--- config.mk ---
export PLATFORM = sky130hd
export DESIGN_NAME = seg7_scan_decoder
export DESIGN_NICKNAME = d
export VERILOG_FILES = /design/src/rtl/seg7_scan_decoder.sv
export SDC_FILE = /design/constraint.sdc
export NUM_CORES = 1
export LEC_CHECK = 0
export CAP_MARGIN = 15
export CORE_ASPECT_RATIO = 1.75
export CORE_MARGIN = 2
export CORE_UTILIZATION = 55
export CTS_BUF_LIST = sky130_fd_sc_hd__clkbuf_4
export DETAILED_ROUTE_END_ITERATION = 6
export GPL_TIMING_DRIVEN = 0
export PLACE_DENSITY = 0.74
export SETUP_SLACK_MARGIN = 0.5
export SYNTH_ARGS = -nofsm -noshare
export SYNTH_HDL_FRONTEND = slang
export SYNTH_SLANG_ARGS = --single-unit
--- constraint.sdc ---
create_clock -name clk -period 4.55 [get_ports clk]
set_clock_uncertainty 0.15 [all_clocks]
set_input_delay 0.91 -clock clk [delete_from_list [all_inputs] [get_ports clk]]
set_output_delay 0.91 -clock clk [all_outputs]
set_load 0.01 [all_outputs]
--- src/rtl/seg7_scan_decoder.sv ---
// Recovers a 4-digit hex value by watching a multiplexed, active-low 7-segment bus.
// Define SEG7_SYNC_EN to pass seg/an through a two-flop synchroniser first.
module seg7_scan_decoder #(
  parameter int unsigned STABLE_CYCLES = 4
) (
  input  logic        clk,
  input  logic        reset,
  input  logic [6:0]  seg,
  input  logic [3:0]  an,
  output logic [15:0] value,
  output logic        valid,
  output logic [3:0]  err
);

  localparam logic [7:0] CNT_LAST = 8'(STABLE_CYCLES - 1);

  logic [6:0] seg_smp;
  logic [3:0] an_smp;

`ifdef SEG7_SYNC_EN
  logic [6:0] seg_s1_q, seg_s2_q;
  logic [3:0] an_s1_q, an_s2_q;

  // Synchroniser idles at all-ones so reset looks like a blank, unselected bus.
  always_ff @(posedge clk or posedge reset) begin
    if (reset) begin
      seg_s1_q <= '1;
      seg_s2_q <= '1;
      an_s1_q  <= '1;
      an_s2_q  <= '1;
    end else begin
      seg_s1_q <= seg;
      seg_s2_q <= seg_s1_q;
      an_s1_q  <= an;
      an_s2_q  <= an_s1_q;
    end
  end

  assign seg_smp = seg_s2_q;
  assign an_smp  = an_s2_q;
`else
  assign seg_smp = seg;
  assign an_smp  = an;
`endif

  // Returns {err, nibble}; unrecognised patterns (including blank) decode as 0 with err set.
  function automatic logic [4:0] decode(input logic [6:0] s);
    case (s)
      7'b1000000: decode = 5'h00;
      7'b1111001: decode = 5'h01;
      7'b0100100: decode = 5'h02;
      7'b0110000: decode = 5'h03;
      7'b0011001: decode = 5'h04;
      7'b0010010: decode = 5'h05;
      7'b0000010: decode = 5'h06;
      7'b1111000: decode = 5'h07;
      7'b0000000: decode = 5'h08;
      7'b0010000: decode = 5'h09;
      7'b0001000: decode = 5'h0A;
      7'b0000011: decode = 5'h0B;
      7'b1000110: decode = 5'h0C;
      7'b0100001: decode = 5'h0D;
      7'b0000110: decode = 5'h0E;
      7'b0001110: decode = 5'h0F;
      default:    decode = 5'h10;
    endcase
  endfunction

  logic [6:0]  prev_seg_q, prev_seg_d;
  logic [3:0]  prev_an_q, prev_an_d;
  logic [7:0]  cnt_q, cnt_d;
  logic        dwell_q, dwell_d;
  logic [15:0] shadow_val_q, shadow_val_d;
  logic [3:0]  shadow_err_q, shadow_err_d;
  logic [3:0]  seen_q, seen_d;
  logic [15:0] value_q, value_d;
  logic [3:0]  err_q, err_d;
  logic        valid_q, valid_d;

  logic [3:0]  an_act;
  logic        is_digit;
  logic        same;
  logic        capture;
  logic [4:0]  dec;

  assign an_act   = ~an_smp;
  assign is_digit = (an_act != 4'b0000) && ((an_act & (an_act - 4'd1)) == 4'b0000);
  assign same     = (seg_smp == prev_seg_q) && (an_smp == prev_an_q);
  assign dec      = decode(seg_smp);

  always_comb begin
    // NOTE: every variable gets its hold value first so no path through the block infers a latch.
    prev_seg_d   = seg_smp;
    prev_an_d    = an_smp;
    cnt_d        = cnt_q;
    dwell_d      = dwell_q;
    shadow_val_d = shadow_val_q;
    shadow_err_d = shadow_err_q;
    seen_d       = seen_q;
    value_d      = value_q;
    err_d        = err_q;
    valid_d      = 1'b0;
    capture      = 1'b0;

    if (!is_digit || !same) begin
      cnt_d   = 8'd0;
      dwell_d = 1'b0;
    end else begin
      if (cnt_q < CNT_LAST) cnt_d = cnt_q + 8'd1;
      capture = (cnt_d == CNT_LAST) && !dwell_q;
    end

    if (capture) begin
      dwell_d = 1'b1;
      for (int i = 0; i < 4; i++) begin
        if (an_act[i]) begin
          shadow_val_d[i*4 +: 4] = dec[3:0];
          shadow_err_d[i]        = dec[4];
        end
      end
      seen_d = seen_q | an_act;
      // The completing capture is forwarded straight into the published frame.
      if (seen_d == 4'b1111) begin
        value_d = shadow_val_d;
        err_d   = shadow_err_d;
        valid_d = 1'b1;
        seen_d  = 4'b0000;
      end
    end
  end

  // NOTE: state registers use non-blocking assignments only; all next-state logic lives above.
  // NOTE: the shadow slots are reset as well, so a discarded frame can never leak old digits.
  always_ff @(posedge clk or posedge reset) begin
    if (reset) begin
      prev_seg_q   <= '1;
      prev_an_q    <= '1;
      cnt_q        <= '0;
      dwell_q      <= 1'b0;
      shadow_val_q <= '0;
      shadow_err_q <= '0;
      seen_q       <= '0;
      value_q      <= '0;
      err_q        <= '0;
      valid_q      <= 1'b0;
    end else begin
      prev_seg_q   <= prev_seg_d;
      prev_an_q    <= prev_an_d;
      cnt_q        <= cnt_d;
      dwell_q      <= dwell_d;
      shadow_val_q <= shadow_val_d;
      shadow_err_q <= shadow_err_d;
      seen_q       <= seen_d;
      value_q      <= value_d;
      err_q        <= err_d;
      valid_q      <= valid_d;
    end
  end

  assign value = value_q;
  assign err   = err_q;
  assign valid = valid_q;

endmodule
==> impl_metrics.csv, run 1 <==
group,metric,value,unit
run_status,outcome,"finished clean",
route,vias,2235,
logic_synthesis,ys_ff_latch,65,
placed_design,dp_hpwl,4970,µm
final_layout,nNetsFinal,322,
floorplanning,die_area,0.00671,mm²
logic_synthesis,yosys_warnings,0,
logic_synthesis,ys.flop_type,"dfrtp_1",
timing,relSlewSlack,31.8,%
placed_design,gp_congestion,0.932,
logic_synthesis,synth_cell_types,56,
timing,post-route-min-period,3.41,ns
final_layout,nFillCells,484,
timing,hold_ws,0.347,ns
pwr,irDropWorstVdd,0.000302,V
critical_path,path_max_fanout,10,
logic_synthesis,yosysTopAreaCell,"dfrtp_1",
clock_network,worstSkewPairLatency,0.44,ns
clock_network,ctsResizeCount,0,
clock_network,clk_pin_slew,0.10,ns
logic_synthesis,syn_inst,263,
floorplanning,start_util,56.5,%
final_layout,drive_gt1_share,32.9,%
min_path,hold_path.class,"reg2reg",
clock_network,cts_root_buffer,"clkbuf_4",
final_layout,area_growth_syn_to_layout,17.4,%
logic_synthesis,async_flop_share,100,%
floorplanning,die_h,107,µm
critical_path,cp-end-kind,"register",
floorplanning,io_pins,34,
timing,tightest_slew,1.01,ns
global_routing,first_global_vias,2347,
logic_synthesis,avgSynthCellArea,12.6,µm²
clock_network,h-tree-depth,3,
critical_path,crit_type,"in2reg",
logic_synthesis,yosys-top-cells-count,"54 x dfrtp_1, 39 x mux2_2, 11 x dfstp_2, 11 x nand2_1",
pwr,cellPowerDensity,270,mW/mm²
global_routing,grt_pass1_wl,11400,µm
timing,drv_slew,0,
global_routing,antenna_found_initial,0,
logic_synthesis,synth_top_area_share,40.6,%
floorplanning,num_rows,37,
floorplanning,core,0.00588,mm²
timing,period_share,75.0,%
timing,rsz0062_at_grt,"no",
global_routing,grt.overflow.total,0,
critical_path,path_cells,"clkdlybuf4s50_1 > inv_2 > o221ai_1 > or4b_1 > buf_6 > nor3_4 > buf_6 > mux2_4",
clock_network,clockBufferDepth,2,
route,drc,0,
critical_path,setup.worst_path.start_class,"input port",
route,wirelength,6810,µm
floorplanning,die_w,62.8,µm
logic_synthesis,syn_area,0.00332,mm²
placed_design,place_inst,375,
clock_network,cts_tree,"done",
route,drt_iter0_drc,61,
logic_synthesis,synth_edf_count,0,
clock_network,cts_hold_buf,0,
timing,hold_violations,0,
route,vias_per_cell,5.72,
critical_path,cp.required,4.72,ns
logic_synthesis,synth_fp_nets,277,
critical_path,worst_path_max_delay_cell,"clkdlybuf4s50_1",
timing,fmax,293,MHz
critical_path,cpPeakStageDelay,0.59,ns
final_layout,antennaDiodeCount,0,
final_layout,stdcell_count,391,
timing,timing.final.setup_violations,0,
clock_network,cts_buffers,9,
global_routing,grt_max_degree,38,
route,first_pass_iters,5,
logic_synthesis,synth.most_common_cell,"dfrtp_1",
critical_path,crit_arrival,3.58,ns
pwr,p_leak,0.00177,µW
placed_design,portBuffers,33,
route,wire_per_inst,17.4,µm
clock_network,post_cts_buffers,0,
clock_network,cts_sinks,65,
global_routing,grt_usage,22.6,%
run,cap_violations,0,
critical_path,crit_path_frequent_cell,"buf_6",
route,ant_nets,0,
logic_synthesis,yosysSeqAreaShare,49.3,%
timing,fin_tns_setup,0,ns
logic_synthesis,synth.area.top_cells,"dfrtp_1 41%, mux2_2 13%, dfstp_2 8.7%, mux2_4 4.5%, xnor2_1 2.6%",
layer usage:
metal | vias up | track usage [%] | share of wire [%]
met2 | 48 | 39.7 | 53
met3 | 17 | 5.77 | 3.7
met1 | 1122 | 24.7 | 41
li1 | 1048 | - | -
met4 | 0 | 12.2 | 3.0
met5 | - | 0 | 0
worst max-delay path: cells and delay by family:
kind / cells / cell delay [ns]
mux: 1 / 0.31
compound gates: 1 / 0.16
simple gates: 2 / 0.93
buf+inv: 4 / 1.26
layout by cell type (no fill, tap or decap), types with 3 or more instances in the layout:
master and instances:
nor3_4 5, nand3_1 3, nor2b_1 4, a21oi_1 7
mux2_1 3, nor3b_1 4, clkdlybuf4s50_1 33, or2_2 3
or3b_2 3, xor2_1 4, nand2_1 11, and2_1 3
mux2_2 39, dfrtp_1 54, and3_1 6, and2b_1 3
dfstp_2 11, clkbuf_4 9, o21ba_2 4, nor2_1 8
o2111ai_1 3, o31ai_1 5, clkbuf_1 7, clkinv_1 3
buf_6 5, mux2_4 10, o21ai_0 3, inv_1 4
xnor2_1 10
power by group:
part	total, µW	internal, µW	switching [µW]
Clock	368	161	208
Combinational	94.9	38.4	56.5
Sequential	588	586	2.13
path summary, 6_finish.rpt:
path	startpoint	end	slack [ns]	depth (start not counted)
setup / recovery	an[3]	value[4]	1.14	8
hold / removal	value[0]	value[0]	0.35	1
setup reg to reg	cnt_q[0]	value[4]	1.57	8
hold reg to reg	value[0]	value[0]	0.35	1
max in group asynchronous	reset	value[7]	2.90	3
min in group asynchronous	reset	value[14]	0.71	2
metrics by stage:
step                      util [%]  worst slack (ns)  area, µm²  total power (µW)
after global placement        63.8             0.626       3750               691
after CTS                     66.4              1.12       3900              1060
after detailed placement      64.2             0.672       3770               695
final                         66.4              1.14       3900              1050
after global routing          66.4              1.02       3900              1100
after floorplan                  -              1.63       3320               659
kinds of logic (layout without fill, tap and decap cells):
| family | count (synthesis) | in the layout | synth area share, % |
|---|---|---|---|
| muxes | 53 | 53 | 19.0 |
| DFF | 65 | 65 | 49.3 |
| AOI/OAI and AO/OA | 33 | 33 | 7.57 |
| adders and majority gates | 1 | 1 | 0.376 |
| xor gates and xnor gates | 14 | 14 | 3.69 |
| buffers and inverters | 22 | 72 | 3.88 |
| and+or+nand+nor | 75 | 75 | 16.1 |
cell type report:
type / instances / area [µm²] / share of cell area, %
sequential: 65 / 1640 / 42.0
buffer: 16 / 106 / 2.73
clock inverter: 7 / 61.3 / 1.57
inverter: 6 / 22.5 / 0.577
timing repair buffer: 34 / 350 / 8.98
clock buffer: 9 / 67.6 / 1.73
tap: 78 / 97.6 / 2.50
multi-input combinational: 176 / 1560 / 39.9
registers in the layout (all words and copies together), names as in the netlist, 4 cells and up:
register	cells
shadow_val_q	16
shadow_err_q	4
value	16
seen_q	4
prev_seg_q	7
cnt_q	8
err	4
prev_an_q	4
(Power assumes the default switching activity.)
==> run 2: changes to the inputs <==
==> constraint.sdc (replaced) <==
create_clock -name clk -period 3.25 [get_ports clk]
set_clock_uncertainty 0.15 [all_clocks]
set_input_delay 0.65 -clock clk [delete_from_list [all_inputs] [get_ports clk]]
set_output_delay 0.65 -clock clk [all_outputs]
set_load 0.01 [all_outputs]
==> impl_metrics.csv, run 2 (synthesis results as in run 1) <==
group,metric,value,unit
run_status,outcome,"finished clean",
min_path,hold_path.class,"in2reg",
route,wire_per_inst,17.4,µm
route,wirelength,7150,µm
global_routing,grt_util_met3,5.77,%
floorplanning,num_rows,37,
global_routing,grt.overflow.total,0,
route,vias_per_cell,5.63,
pwr,cellPowerDensity,352,mW/mm²
floorplanning,die_h,107,µm
clock_network,clockBufferDepth,2,
clock_network,worstSkewPairLatency,0.44,ns
final_layout,nFillCells,441,
critical_path,crit_type,"in2reg",
timing,tightest_slew,0.630,ns
timing,timing.final.setup_violations,0,
pwr,p_leak,0.00194,µW
global_routing,first_global_vias,2397,
final_layout,mostFrequentLayoutCells,"54 x dfrtp_1, 37 x mux2_2, 30 x clkdlybuf4s50_1, 16 x buf_4, 14 x mux2_4",
placed_design,dp_hpwl,4970,µm
timing,fin_tns_setup,0,ns
route,ant_nets,0,
critical_path,reg2reg_slack,0.48,ns
critical_path,crit_arrival,2.98,ns
critical_path,r2r_start,"cnt_q[1]",
critical_path,r2r_cells,9,
clock_network,cts_sinks,65,
clock_network,cts_root_buffer,"clkbuf_4",
final_layout,area_growth_syn_to_layout,26.6,%
timing,fmax,355,MHz
clock_network,h-tree-depth,3,
route,drc,0,
timing,rsz0062_at_grt,"yes",
critical_path,cp.required,3.41,ns
run,cap_violations,0,
global_routing,grt_pass1_wl,11600,µm
floorplanning,core,0.00588,mm²
global_routing,grt_usage,22.8,%
global_routing,grt_max_degree,38,
final_layout,final_common_cell,"dfrtp_1",
final_layout,drive_gt1_share,41.7,%
timing,period_share,86.6,%
global_routing,grt_busiest_layer,"met2",
clock_network,cts_buffers,9,
final_layout,antennaDiodeCount,0,
final_layout,nNetsFinal,342,
route,vias,2315,
critical_path,critPathCapture,"shadow_val_q[9]",
critical_path,cp-end-kind,"register",
clock_network,clk_pin_slew,0.10,ns
global_routing,grt_use_met1,25.1,%
floorplanning,start_util,56.5,%
timing,hold_ws,0.313,ns
min_path,whs_path_depth,1,
critical_path,setup.worst_path.start_class,"input port",
global_routing,antenna_found_initial,0,
route,first_pass_iters,6,
critical_path,crit_start,"seg[6]",
timing,post-route-min-period,2.82,ns
floorplanning,die_area,0.00671,mm²
floorplanning,die_w,62.8,µm
timing,fin_ws,0.434,ns
global_routing,grt_use_met2,39.9,%
timing,relSlewSlack,57.9,%
placed_design,gp_congestion,0.932,
route,drt_iter0_drc,64,
placed_design,portBuffers,33,
timing,hold_violations,0,
timing,drv_slew,0,
clock_network,cts_tree,"done",
floorplanning,io_pins,34,
placed_design,detailedPlace.worstSlack,-0.368,ns
critical_path,path_max_fanout,6,
pwr,irDropWorstVdd,0.000424,V
critical_path,worst_r2r_endpoint,"shadow_val_q[9]",
==> run 2: changes by cell type in the layout (fill, tap and decap cells not counted), moves of 3 or more <==
| cell | previous run | this run |
|---|---|---|
| buf_12 | 1 | 4 |
| mux2_4 | 10 | 14 |
| buf_4 | 2 | 16 |
| clkbuf_1 | 7 | 2 |
| clkdlybuf4s50_1 | 33 | 30 |
| clkbuf_2 | 0 | 4 |
==> run 2: final cells by class <==
| cell class | instances | area (µm²) | share of cell area (%) |
|---|---|---|---|
| clock buffer | 9 | 67.6 | 1.61 |
| multi-input combinational | 176 | 1640 | 38.9 |
| inverter | 6 | 22.5 | 0.535 |
| buffer | 16 | 136 | 3.24 |
| clock inverter | 7 | 61.3 | 1.46 |
| sequential | 65 | 1640 | 39.0 |
| tap | 78 | 97.6 | 2.32 |
| timing repair buffer | 54 | 547 | 13.0 |
==> run 2: stage by stage <==
step	util, %	power [µW]	cell area [µm²]	std cells
after floorplan	-	922	3320	263
after global placement	63.8	968	3750	374
after detailed placement	64.2	974	3770	375
after CTS	67.8	1490	3990	398
after global routing	71.6	1550	4210	411
final	71.6	1480	4210	411
==> run 2: how the worst min path moves through the flow <==
stage                          startpoint  slack, ns         endpoint
final                              seg[0]       0.31    prev_seg_q[0]
after global routing               seg[0]       0.31    prev_seg_q[0]
after CTS                        value[0]       0.35         value[0]
after detailed placement         value[0]       0.33         value[0]
after global placement           value[0]       0.32         value[0]
after floorplan           shadow_val_q[5]       0.32  shadow_val_q[5]
==> run 2: critical path: stages <==
cell             delay (ns)
clkdlybuf4s50_1        0.59
xor2_1                 0.16
nor2_1                 0.13
or4b_4                 0.48
buf_8                  0.15
buf_12                 0.12
nor3_4                 0.19
buf_4                  0.16
mux2_2                 0.34
==> run 2: power breakdown <==
part / internal (µW) / switching [µW]
registers: 821 / 3.19
logic: 59.1 / 82.7
clock network: 225 / 292
total: 1100 / 378
==> run 2: per-layer routing <==
layer | share of wire, % | routed length, µm
met2 | 54 | 3850
met4 | 2.6 | 183
met3 | 3.5 | 250
met5 | 0 | 0
met1 | 40 | 2860
==> run 2: timing repair <==
| action | 4_1_cts | 5_1_grt |
|---|---|---|
| gates resized for setup | 14 | 19 |
| hold buffers | 0 | 0 |
| endpoints found under the hold margin | 0 | 0 |
| pin swaps | 3 | 3 |
| setup buffers | 7 | 12 |
| endpoints found under the setup margin | 46 | 41 |
| cloned | 0 | 1 |
==> run 3: changes to the inputs <==
--- a/config.mk
+++ b/config.mk
@@ -8,11 +8,13 @@
 export CAP_MARGIN = 15
 export CORE_ASPECT_RATIO = 1.75
 export CORE_MARGIN = 2
-export CORE_UTILIZATION = 55
+export CORE_UTILIZATION = 38
 export CTS_BUF_LIST = sky130_fd_sc_hd__clkbuf_4
 export DETAILED_ROUTE_END_ITERATION = 6
 export GPL_TIMING_DRIVEN = 0
-export PLACE_DENSITY = 0.74
+export MAX_ROUTING_LAYER = met4
+export PLACE_DENSITY = 0.53
+export REMOVE_ABC_BUFFERS = 1
 export SETUP_SLACK_MARGIN = 0.5
 export SYNTH_ARGS = -nofsm -noshare
 export SYNTH_HDL_FRONTEND = slang
==> impl_metrics.csv, run 3 (synthesis results as in run 1) <==
group,metric,value,unit
timing,post-route-min-period,2.75,ns
route,wire_per_inst,16.5,µm
critical_path,path_cells,"dlygate4sd2_1 > xor2_1 > nor2_1 > or4b_4 > nor3_4 > buf_4 > buf_8 > mux2_2",
timing,period_share,84.7,%
critical_path,crit_type,"in2reg",
clock_network,cts_root_buffer,"clkbuf_4",
route,vias,2187,
pwr,cellPowerDensity,346,mW/mm²
timing,drv_slew,0,
route,drt_iter0_drc,94,
route,first_pass_iters,4,
final_layout,drive_gt1_share,39.7,%
route,ant_nets,0,
clock_network,clk_pin_slew,0.10,ns
global_routing,grt_busiest_layer,"met2",
pwr,irDropWorstVdd,0.000211,V
timing,rsz0062_at_grt,"yes",
timing,timing.final.setup_violations,0,
critical_path,path_buf_inv,3,
placed_design,dp_hpwl,4660,µm
critical_path,setup.worst_path.start_class,"input port",
timing,fin_ws,0.498,ns
floorplanning,num_rows,45,
global_routing,grt_util_met3,3.77,%
clock_network,worstSkewPairLatency,0.40,ns
critical_path,cp-end-kind,"register",
critical_path,worst_path_max_delay_cell,"dlygate4sd2_1",
global_routing,grt_use_met2,26.7,%
placed_design,portBuffers,33,
floorplanning,start_util,38.6,%
final_layout,design_area,0.00401,mm²
critical_path,path_max_fanout,13,
clock_network,cts_sinks,65,
clock_network,h-tree-depth,3,
route,wirelength,7050,µm
global_routing,grt_use_met1,18.7,%
clock_network,clockBufferDepth,2,
critical_path,cp.required,3.39,ns
route,drc,0,
global_routing,grt_usage,16.3,%
placed_design,detailedPlace.worstSlack,-0.854,ns
min_path,hold_path.class,"in2reg",
global_routing,grt.overflow.total,0,
pwr,p_leak,0.00182,µW
global_routing,antenna_found_initial,1,
final_layout,area_growth_syn_to_layout,20.6,%
critical_path,critical-path-top-delay-family,"simple AND/OR/NAND/NOR gates",
critical_path,crit_arrival,2.89,ns
floorplanning,core,0.00861,mm²
placed_design,gp_congestion,0.780,
floorplanning,die_area,0.00954,mm²
final_layout,nNetsFinal,320,
critical_path,cpPeakStageDelay,0.55,ns
final_layout,mostFrequentLayoutCells,"54 x dfrtp_1, 39 x mux2_2, 22 x clkdlybuf4s50_1",
timing,fmax,363,MHz
final_layout,stdcell_count,428,
timing,relSlewSlack,32.5,%
global_routing,grt_max_degree,41,
global_routing,first_global_vias,2163,
final_layout,final_common_cell,"dfrtp_1",
run,cap_violations,0,
floorplanning,die_w,74.7,µm
placed_design,post_dp_cell_area,0.00374,mm²
clock_network,cts_tree,"done",
floorplanning,die_h,128,µm
global_routing,grt_pass1_wl,11300,µm
floorplanning,io_pins,34,
clock_network,cts_hold_buf,0,
route,vias_per_cell,5.11,
timing,tightest_slew,1.00,ns
run_status,outcome,"finished clean",
placed_design,place_inst,399,
timing,hold_violations,0,
clock_network,cts_buffers,9,
==> run 3: cell count changes in the layout (fill, tap and decap cells not counted), sizes merged <==
cell           before  now
clkdlybuf4s50      30   22
clkinvlp            2    0
dlymetal6s2s        1    0
bufinv              1    0
dlygate4sd2         2    1
buf                30   15
clkdlybuf4s15       0    6
diode               0    1
clkbuf             16   15
==> run 3: per-stage QoR <==
step	setup TNS, ns	utilization (%)	power [µW]	hold WS, ns
global placement	-56.87	42.9	963	0.321
floorplan	0	-	903	0.323
CTS	0	45.8	1420	0.355
finish	0	46.5	1390	0.325
detailed placement	-28.68	43.4	967	0.328
global route	0	46.5	1460	0.292
==> run 3: cell type report <==
class	count	area, µm²
flip-flops and latches	65	1640
clock inverters	4	21.3
repair buffers	48	502
well taps	117	146
clock buffers	11	82.6
diodes	1	2.50
multi-input cells	176	1590
inverters	6	25.0
fillers	812	4610
==> run 3: worst reg2reg max path, stage by stage (launching register included) <==
cell and delay (ns):
dfrtp_1 0.43, ha_4 0.28, nor3b_4 0.20, o2111ai_2 0.12, or4b_4 0.53, nor3_4 0.29
buf_4 0.18, buf_8 0.12, mux2_2 0.33
==> run 3: routing by layer <==
| metal | vias to the layer above | part of all wire (%) |
|---|---|---|
| met5 | - | 0 |
| met4 | 0 | 2.9 |
| met3 | 10 | 2.1 |
| met2 | 28 | 52 |
| met1 | 1104 | 43 |
| li1 | 1045 | - |
==> run 3: timing repair <==
action                     in CTS  in global routing
pin swaps                       6                  5
buffers inserted                9                  4
gates resized for setup        28                 13
setup endpoints to repair      54                 43
==> run 3: path summary, 6_finish.rpt <==
| check | cells past startpoint | from | end | slack [ns] |
|---|---|---|---|---|
| setup / recovery | 8 | seg[2] | value[12] | 0.50 |
| hold / removal | 1 | an[3] | prev_an_q[3] | 0.33 |
| setup reg to reg | 8 | cnt_q[1] | value[12] | 0.53 |
| hold reg to reg | 1 | value[0] | value[0] | 0.35 |
| max in group asynchronous | 3 | reset | prev_an_q[0] | 1.79 |
| min in group asynchronous | 2 | reset | value[1] | 0.47 |
==> run 3: power breakdown <==
| group | internal (µW) | switching (µW) | leakage, µW |
|---|---|---|---|
| Sequential | 821 | 2.95 | 0.000871 |
| Clock | 166 | 277 | 0.0000618 |
| Combinational | 44.2 | 77.7 | 0.000883 |
| Total | 1030 | 358 | 0.00182 |
